--- config.mk ---
export PLATFORM = sky130hd
export DESIGN_NAME = arm_multicycle_ctrl
export DESIGN_NICKNAME = d
export VERILOG_FILES = /design/src/rtl/arm_multicycle_ctrl.sv
export SDC_FILE = /design/constraint.sdc
export NUM_CORES = 1
export LEC_CHECK = 0
export ABC_CLOCK_PERIOD_IN_PS = 2000
export CORE_MARGIN = 2
export CORE_UTILIZATION = 37
export DETAILED_ROUTE_END_ITERATION = 10
export HOLD_SLACK_MARGIN = 0.08
export PLACE_DENSITY = 0.78
export SYNTH_ARGS = -nofsm -noshare
export SYNTH_HDL_FRONTEND = slang
export SYNTH_SLANG_ARGS = --single-unit
export TNS_END_PERCENT = 50
--- constraint.sdc ---
create_clock -name clk -period 2 [get_ports clk]
set_clock_uncertainty 0.2 [all_clocks]
set_input_delay 0.3 -clock clk [delete_from_list [all_inputs] [get_ports clk]]
set_output_delay 0.3 -clock clk [all_outputs]
set_load 0.02 [all_outputs]
--- src/rtl/arm_multicycle_ctrl.sv ---
// -----------------------------------------------------------------------------
// arm_multicycle_ctrl
//   Multicycle sequencer for an ARM datapath that shares one ALU and one memory
//   port across the cycles of an instruction. It walks each instruction through
//   FETCH / DECODE / EXECUTE / MEM / WB, evaluates the ARM condition field
//   against NZCV in DECODE, and stalls FETCH/MEMRD/MEMWR on mem_ready.
//
//   Optional build macro: ARM_CTRL_PERF_EN adds instr_cnt / stall_cnt outputs.
//
// Ports
//   clk, reset          rising-edge clock, synchronous active-high reset
//   op, funct, cond     instruction register fields [27:26], [25:20], [31:28]
//   NZCV                current flag register {N,Z,C,V}
//   mem_ready           memory completes the access this cycle
//   IRWrite, PCWrite    instruction register / PC load enables
//   AdrSrc              memory address select (0=PC, 1=ALUOut)
//   ALUSrcA, ALUSrcB    ALU operand selects
//   ALUOp               ALU function
//   ImmSrc              immediate extension format
//   ResultSrc           result bus select
//   RegWrite, MemWrite  register file / memory write enables
//   FlagWrite           NZCV register write enable
//   illegal             one-cycle pulse when op==2'b11 is decoded
//   state               current state (debug)
//   instr_cnt           retired instructions (ARM_CTRL_PERF_EN only)
//   stall_cnt           memory wait cycles  (ARM_CTRL_PERF_EN only)
// -----------------------------------------------------------------------------
module arm_multicycle_ctrl #(
    parameter int unsigned STATE_W = 4
) (
    input  logic               clk,
    input  logic               reset,
    input  logic [1:0]         op,
    input  logic [5:0]         funct,
    input  logic [3:0]         cond,
    input  logic [3:0]         NZCV,
    input  logic               mem_ready,
    output logic               IRWrite,
    output logic               PCWrite,
    output logic               AdrSrc,
    output logic               ALUSrcA,
    output logic [1:0]         ALUSrcB,
    output logic [3:0]         ALUOp,
    output logic [1:0]         ImmSrc,
    output logic [1:0]         ResultSrc,
    output logic               RegWrite,
    output logic               MemWrite,
    output logic               FlagWrite,
    output logic               illegal,
    output logic [STATE_W-1:0] state
`ifdef ARM_CTRL_PERF_EN
    ,
    output logic [31:0]        instr_cnt,
    output logic [31:0]        stall_cnt
`endif
);

    typedef enum logic [STATE_W-1:0] {
        FETCH,
        DECODE,
        EXECR,
        EXECI,
        ALUWB,
        MEMADR,
        MEMRD,
        MEMWB,
        MEMWR,
        BRANCH
    } state_e;

    state_e state_q, state_d;

    logic n_f, z_f, c_f, v_f;
    logic cond_ex;

    assign {n_f, z_f, c_f, v_f} = NZCV;

    // Full ARM condition set; 4'b1111 never executes.
    always_comb begin
        cond_ex = 1'b0;
        case (cond)
            4'b0000: cond_ex = z_f;
            4'b0001: cond_ex = !z_f;
            4'b0010: cond_ex = c_f;
            4'b0011: cond_ex = !c_f;
            4'b0100: cond_ex = n_f;
            4'b0101: cond_ex = !n_f;
            4'b0110: cond_ex = v_f;
            4'b0111: cond_ex = !v_f;
            4'b1000: cond_ex = c_f && !z_f;
            4'b1001: cond_ex = !c_f || z_f;
            4'b1010: cond_ex = (n_f == v_f);
            4'b1011: cond_ex = (n_f != v_f);
            4'b1100: cond_ex = !z_f && (n_f == v_f);
            4'b1101: cond_ex = z_f || (n_f != v_f);
            4'b1110: cond_ex = 1'b1;
            default: cond_ex = 1'b0;
        endcase
    end

    // Next state and per-state datapath controls. Outputs depend on the
    // current state plus op/funct (and mem_ready in FETCH), so they are not
    // registered; reset forces every control low in the reset cycle itself.
    always_comb begin
        state_d   = FETCH;
        IRWrite   = 1'b0;
        PCWrite   = 1'b0;
        AdrSrc    = 1'b0;
        ALUSrcA   = 1'b0;
        ALUSrcB   = 2'b00;
        ALUOp     = 4'b0000;
        ImmSrc    = 2'b00;
        ResultSrc = 2'b00;
        RegWrite  = 1'b0;
        MemWrite  = 1'b0;
        FlagWrite = 1'b0;
        illegal   = 1'b0;

        case (state_q)
            FETCH: begin
                AdrSrc    = 1'b0;
                ALUSrcA   = 1'b1;
                ALUSrcB   = 2'b10;
                ALUOp     = 4'b0100;
                ResultSrc = 2'b10;
                IRWrite   = mem_ready;
                PCWrite   = mem_ready;
                state_d   = mem_ready ? DECODE : FETCH;
            end
            DECODE: begin
                if (op == 2'b11) begin
                    illegal = 1'b1;
                    state_d = FETCH;
                end else if (!cond_ex) begin
                    state_d = FETCH;
                end else begin
                    case (op)
                        2'b00:   state_d = funct[5] ? EXECI : EXECR;
                        2'b01:   state_d = MEMADR;
                        default: state_d = BRANCH;
                    endcase
                end
            end
            EXECR, EXECI: begin
                ALUSrcA = 1'b0;
                ALUSrcB = (state_q == EXECI) ? 2'b01 : 2'b00;
                ImmSrc  = 2'b00;
                ALUOp   = funct[4:1];
                state_d = ALUWB;
            end
            ALUWB: begin
                ResultSrc = 2'b00;
                FlagWrite = funct[0];
                RegWrite  = (funct[4:1] != 4'b1010);
                state_d   = FETCH;
            end
            MEMADR: begin
                ALUSrcA = 1'b0;
                ALUSrcB = 2'b01;
                ImmSrc  = 2'b01;
                ALUOp   = funct[3] ? 4'b0100 : 4'b0010;
                state_d = funct[0] ? MEMRD : MEMWR;
            end
            MEMRD: begin
                AdrSrc  = 1'b1;
                state_d = mem_ready ? MEMWB : MEMRD;
            end
            MEMWB: begin
                ResultSrc = 2'b01;
                RegWrite  = 1'b1;
                state_d   = FETCH;
            end
            MEMWR: begin
                AdrSrc   = 1'b1;
                MemWrite = 1'b1;
                state_d  = mem_ready ? FETCH : MEMWR;
            end
            BRANCH: begin
                ALUSrcA   = 1'b1;
                ALUSrcB   = 2'b01;
                ImmSrc    = 2'b10;
                ALUOp     = 4'b0100;
                ResultSrc = 2'b10;
                PCWrite   = 1'b1;
                state_d   = FETCH;
            end
            default: state_d = FETCH;
        endcase

        if (reset) begin
            state_d   = FETCH;
            IRWrite   = 1'b0;
            PCWrite   = 1'b0;
            AdrSrc    = 1'b0;
            ALUSrcA   = 1'b0;
            ALUSrcB   = 2'b00;
            ALUOp     = 4'b0000;
            ImmSrc    = 2'b00;
            ResultSrc = 2'b00;
            RegWrite  = 1'b0;
            MemWrite  = 1'b0;
            FlagWrite = 1'b0;
            illegal   = 1'b0;
        end
    end

    always_ff @(posedge clk) begin
        if (reset) begin
            state_q <= FETCH;
        end else begin
            state_q <= state_d;
        end
    end

    assign state = state_q;

`ifdef ARM_CTRL_PERF_EN
    logic        last_cyc;
    logic        wait_cyc;
    logic [31:0] instr_cnt_q;
    logic [31:0] stall_cnt_q;

    // last_cyc marks the final cycle of an instruction, including the
    // DECODE exit of cond-failed and illegal instructions.
    always_comb begin
        last_cyc = 1'b0;
        wait_cyc = 1'b0;
        case (state_q)
            FETCH:  wait_cyc = !mem_ready;
            DECODE: last_cyc = (op == 2'b11) || !cond_ex;
            ALUWB:  last_cyc = 1'b1;
            MEMWB:  last_cyc = 1'b1;
            BRANCH: last_cyc = 1'b1;
            MEMRD:  wait_cyc = !mem_ready;
            MEMWR: begin
                wait_cyc = !mem_ready;
                last_cyc = mem_ready;
            end
            default: ;
        endcase
    end

    always_ff @(posedge clk) begin
        if (reset) begin
            instr_cnt_q <= '0;
            stall_cnt_q <= '0;
        end else begin
            if (last_cyc) instr_cnt_q <= instr_cnt_q + 32'd1;
            if (wait_cyc) stall_cnt_q <= stall_cnt_q + 32'd1;
        end
    end

    assign instr_cnt = instr_cnt_q;
    assign stall_cnt = stall_cnt_q;
`endif

endmodule

# Word level (Yosys, flattened, before mapping)

Index checks and enable logic that the tools add are counted.

Mux-type cells: 37
Bitwise gates (word level): 0
Divide/modulo/power cells: 0
Reductions and logical operators: 15
Add/subtract/negate cells: 0
$lt $le $gt $ge: 0
Multiply operators: 0
Shift-type cells: 0
Equal/unequal tests: 28

Operators by type and width:

| kind                                                 | number |
|---|---|
| equality test 4 bit (second input constant)          | 9 |
| equality test 4 x 3 -> 1 bit (second input constant) | 8 |
| case mux 4 bit (6 select lines)                      | 1 |
| two-way mux 4 bit                                    | 5 |
| two-way mux 1 bit                                    | 19 |
| equality test 4 x 2 -> 1 bit (second input constant) | 4 |
| case mux 1 bit (15 select lines)                     | 1 |
| case mux 4 bit (3 select lines)                      | 1 |
| equality test 4 x 1 -> 1 bit (second input constant) | 2 |
| logical NOT 4 bit                                    | 2 |
| case mux 2 bit (2 select lines)                      | 2 |
| case mux 4 bit (2 select lines)                      | 1 |
| OR reduction 2 bit                                   | 4 |
| two-way mux 2 bit                                    | 3 |
| case mux 2 bit (3 select lines)                      | 1 |
| logical NOT 1 bit                                    | 4 |
| != test 4 bit (second input constant)                | 1 |
| case mux 1 bit (2 select lines)                      | 2 |
| two-way mux 3 bit                                    | 1 |
| equality test 2 x 1 -> 1 bit (second input constant) | 1 |
| equality test 2 bit (second input constant)          | 1 |
| logical AND 1 bit                                    | 2 |
| logical NOT 2 bit                                    | 1 |
| logical OR 1 bit                                     | 2 |
| other kinds (2)                                      | 2 |

Logic and storage cells: 81
Bits of input ports: 19
Memories kept: 0
Output and inout bits: 22
RAM bits: 0
Memory bits (read-only): 0
Register bits after elaboration: 4
Bits in latches: 0

# Depth between registers and ports, before layout

Word-level depth: 6
Gate-level depth with buffers: 7
Depth with buffers taken out: 5

# Least setup slack after synthesis

OpenSTA, ideal clock, no wires.

Path type: register to output
Start point: register state_q[2], in the netlist state[2]
End point: output port PCWrite
Setup slack: -0.702 ns
Required time: 1.500 ns
Buffers on the path: 1
Arrival time: 2.202 ns
Cell stages (with the launch flop): 6
Cells stage by stage: dfxtp_1 clkbuf_1 nor2_1 nor4b_1 and2_1 or2_1

Word-level cells in the longest chain between the ends: 3
Elaborated cells on any way between the ends: 4
Classes of those cells: eq/ne: 1; mux: 2; reduce/logical: 1

RTL lines:

| item                                                            | RTL line | text |
|---|---|---|
| start, declared                                                 | 71       | `state_e state_q, state_d;` |
| start signal, assigned                                          | 211      | `state_q <= state_d;` |
| equality test 4 bit / logical NOT 4 bit (equally long branches) | 119      | `case (state_q)` |
| case mux 1 bit (2 select lines) (*)                             | 119      |  |
| two-way mux 1 bit (*)                                           | 190      | `if (reset) begin` |
| end, declared                                                   | 39       | `output logic PCWrite,` |

Every way passes the cells marked *; elsewhere a longest branch is shown, timed or not.

# Worst setup path in the final report

Start point: register state_q[1], in the netlist state[1]
End point: output port MemWrite

Word-level cells in the longest chain between the ends: 3

RTL lines:

| item                | RTL line | text |
|---|---|---|
| equality test 4 bit | 119      |  |
| two-way mux 1 bit   | 119      |  |
| two-way mux 1 bit   | 190      |  |
| end, declared       | 47       | `output logic MemWrite,` |

Every way passes these cells.

==> impl_metrics.ini <==
[outcome]
status = finished clean

[timing]
rsz0062_at_grt = true
slew_viol_final = 0
max_freq_mhz = 505.8
tns_ps = 0
tightest_slew_ps = 556.3
period_share_pct = 98.84
setup_viol = 0
hold-worst-slack_ps = 566.1
finalCriticalPeriod_ps = 1977
max_slew_margin_pct = 62.43
finalHoldViolCount = 0
finalWorstSetupSlack_ps = 23.11

[clocking]
cts_buffers = 3
htree_levels = 1
hold_buffers = 0
clkTransAtPathRegs_ps = 40
cts.path.max_buffers = 2
worstSkewPairLatency_ps = 240
cts_tree = built
cts_root_buf = clkbuf_4
cts.sinks = 4

[setup_path]
r2r_slack_ps = 370
critPathSlowestCell = dlygate4sd1_1
cp.arrival_ps = 1480
r2r-end = state[3]
worstPathRequired_ps = 1500
path_buf_inv = 3
crit_path_end_kind = output port
crit-reg2reg-launch = state[3]
cp_top_family = buffers and inverters
criticalPathCategory = flop to output port
critical_path_cell_count = 4
r2r_cells = 7
max_stage_delay_ps = 350
crit_fanout = 8
crit_start = state[1]
crit_path_end = MemWrite
worstSetupStartpointType = flop
path_cells = buf_12 -> buf_4 -> nor4_1 -> dlygate4sd1_1

[place]
dp_slack_ps = -573.0
globalplace.congestion = 0.8834
port_buffers = 40
place_hpwl_um = 2135
placedCellCount = 190

[power]
switching_power_w = 0.0001653
p_comb_share_pct = 56.9
ir_worst_vdd_v = 0.0003072
sequentialPowerShare_pct = 19.0
p_clk_share_pct = 24.1
internal_power_w = 0.0002886
p_leak_nw = 0.6998
powerDensity_nw_per_um2 = 305.6
switching_share_pct = 36.41
power_w = 0.0004538

[detailed_routing]
ant_nets = 0
routedWlPerCell_um = 15.21
wirelength_um = 3011
via_per_inst = 5.500
vias = 1089
first_pass_iters = 4
drt_iter0_drc = 38
drc = 0

[floorplanning]
ios = 41
die_w_um = 46.81
core-area_um2 = 1727
start_util_pct = 39.28
rows = 15
die_h_um = 46.81
dieArea_um2 = 2191

[finish]
largest_reg_flops = 4
final_cells = 198
syn2layout_area_growth_pct = 119.0
antennaDiodeCount = 0
drive_gt1_share_pct = 46.82
layout.nets = 194

[grt]
antenna_found_initial = 0
grt_overflow = 0
grt_pass1_vias = 991
grt_pass1_wl_um = 4395
gr-max-usage-layer = met2
use_met2_pct = 48.49
use_met1_pct = 35.58
use_met3_pct = 3.846
grt_start_max_net_pins = 12
track_usage_pct = 27.84

[yosys]
syn_nets = 121
synth_edf_count = 0
postSynthAreaPerCell_um2 = 6.649
synthFlopType = dfxtp_1
synthArstFlopShare_pct = 0
ys_warn_count = 0
synthCells = 102
synth-seq-area-share_pct = 11.81
synth_area_um2 = 678.2
ys_ff_latch = 4
yosysUniqueCellTypes = 39

[run]
maxCapViolCount = 0

[hold_path]
min_path_type = input port to flop
worstHoldPathCells = 6
## cells in the mapped netlist (3+ instances only)
| library cell | count | area (um^2) |
|---|---|---|
| nand3b_1 | 3 | 22.52 |
| nand2b_1 | 6 | 37.54 |
| nand2_1 | 9 | 33.78 |
| nor2_1 | 12 | 45.04 |
| and2_1 | 3 | 18.77 |
| nand3_1 | 3 | 15.01 |
| a21oi_1 | 6 | 30.03 |
| a31oi_1 | 3 | 18.77 |
| clkbuf_1 | 6 | 22.52 |
| nor3_1 | 7 | 35.03 |
| dfxtp_1 | 4 | 80.08 |
| o21ai_1 | 3 | 15.01 |
## through the flow
stage	utilization, %	instance area [um^2]
3_3_place_gp	80.00	1381
5_1_grt	86.01	1485
2_1_floorplan	-	732.0
4_1_cts	80.51	1390
3_5_place_dp	80.00	1381
6_report	86.01	1485
## layout by cell type (no fill, tap or decap), types with 3 or more instances in the layout
cell type,netlist,final
nor2_1,12,9
buf_6,0,5
buf_4,1,35
nand3b_1,3,3
nor3_1,7,5
nand2_1,9,9
nand2b_1,6,4
o21ai_1,3,3
clkdlybuf4s50_1,0,12
dlygate4sd2_1,0,4
nand3_1,3,3
a21oi_1,6,5
buf_2,1,8
dlymetal6s2s_1,0,7
clkbuf_4,1,3
## layer usage
metal | up-vias | share of wire [%]
met5 | - | 0
met2 | 55 | 54
li1 | 517 | -
met1 | 513 | 40
met4 | 0 | 0.90
met3 | 4 | 4.9
## area by class of cell
type,instances,area [um^2]
clock buffer,3,22.52
tap,25,31.28
timing repair buffer,77,671.9
sequential,4,90.09
fill,99,241.5
inverter,2,7.507
multi-input combinational,87,661.9
## power groups by stage
stage	combinational, W	clock (W)	sequential (W)
final	0.000258	0.000109	0.0000862
after global routing	0.000278	0.000116	0.0000864
after detailed placement	0.000242	0	0.0000868
after CTS	0.000238	0.000109	0.0000860
after floorplan	0.000109	0	0.0000900
after global placement	0.000235	0	0.0000866
## worst reg2reg max path: cells and delay by family, from the launching register on
family / cells / cell delay, ps
flip-flops: 1 / 370
buffers and inverters: 2 / 300
AO/OA/AOI/OAI: 2 / 140
AND/OR/NAND/NOR: 3 / 530
## what timing repair did
action | CTS | global route
gates cloned | 0 | 0
pin swaps | 2 | 11
resized for setup | 64 | 39
setup endpoints to repair | 23 | 20
buffers inserted | 0 | 5
## worst min path at each step
stage,slack [ps],from,endpoint
after floorplan,260,op[1],state[3]
after global placement,610,state[0],state[2]
after detailed placement,610,state[0],state[2]
after CTS,590,state[2],state[0]
after global routing,610,state[3],state[3]
final,570,NZCV[2],state[3]
## kinds of logic (layout without fill, tap and decap cells)
| kind of cell | count (synthesis) | in the layout | synth area share (%) |
|---|---|---|---|
| XOR/XNOR | 2 | 2 | 2.583 |
| multiplexers | 3 | 3 | 4.613 |
| buffers and inverters | 11 | 82 | 7.380 |
| AND/OR/NAND/NOR | 61 | 61 | 50.92 |
| AO/OA/AOI/OAI | 21 | 21 | 22.69 |
| flip-flops | 4 | 4 | 11.81 |
(Power assumes the default switching activity.)
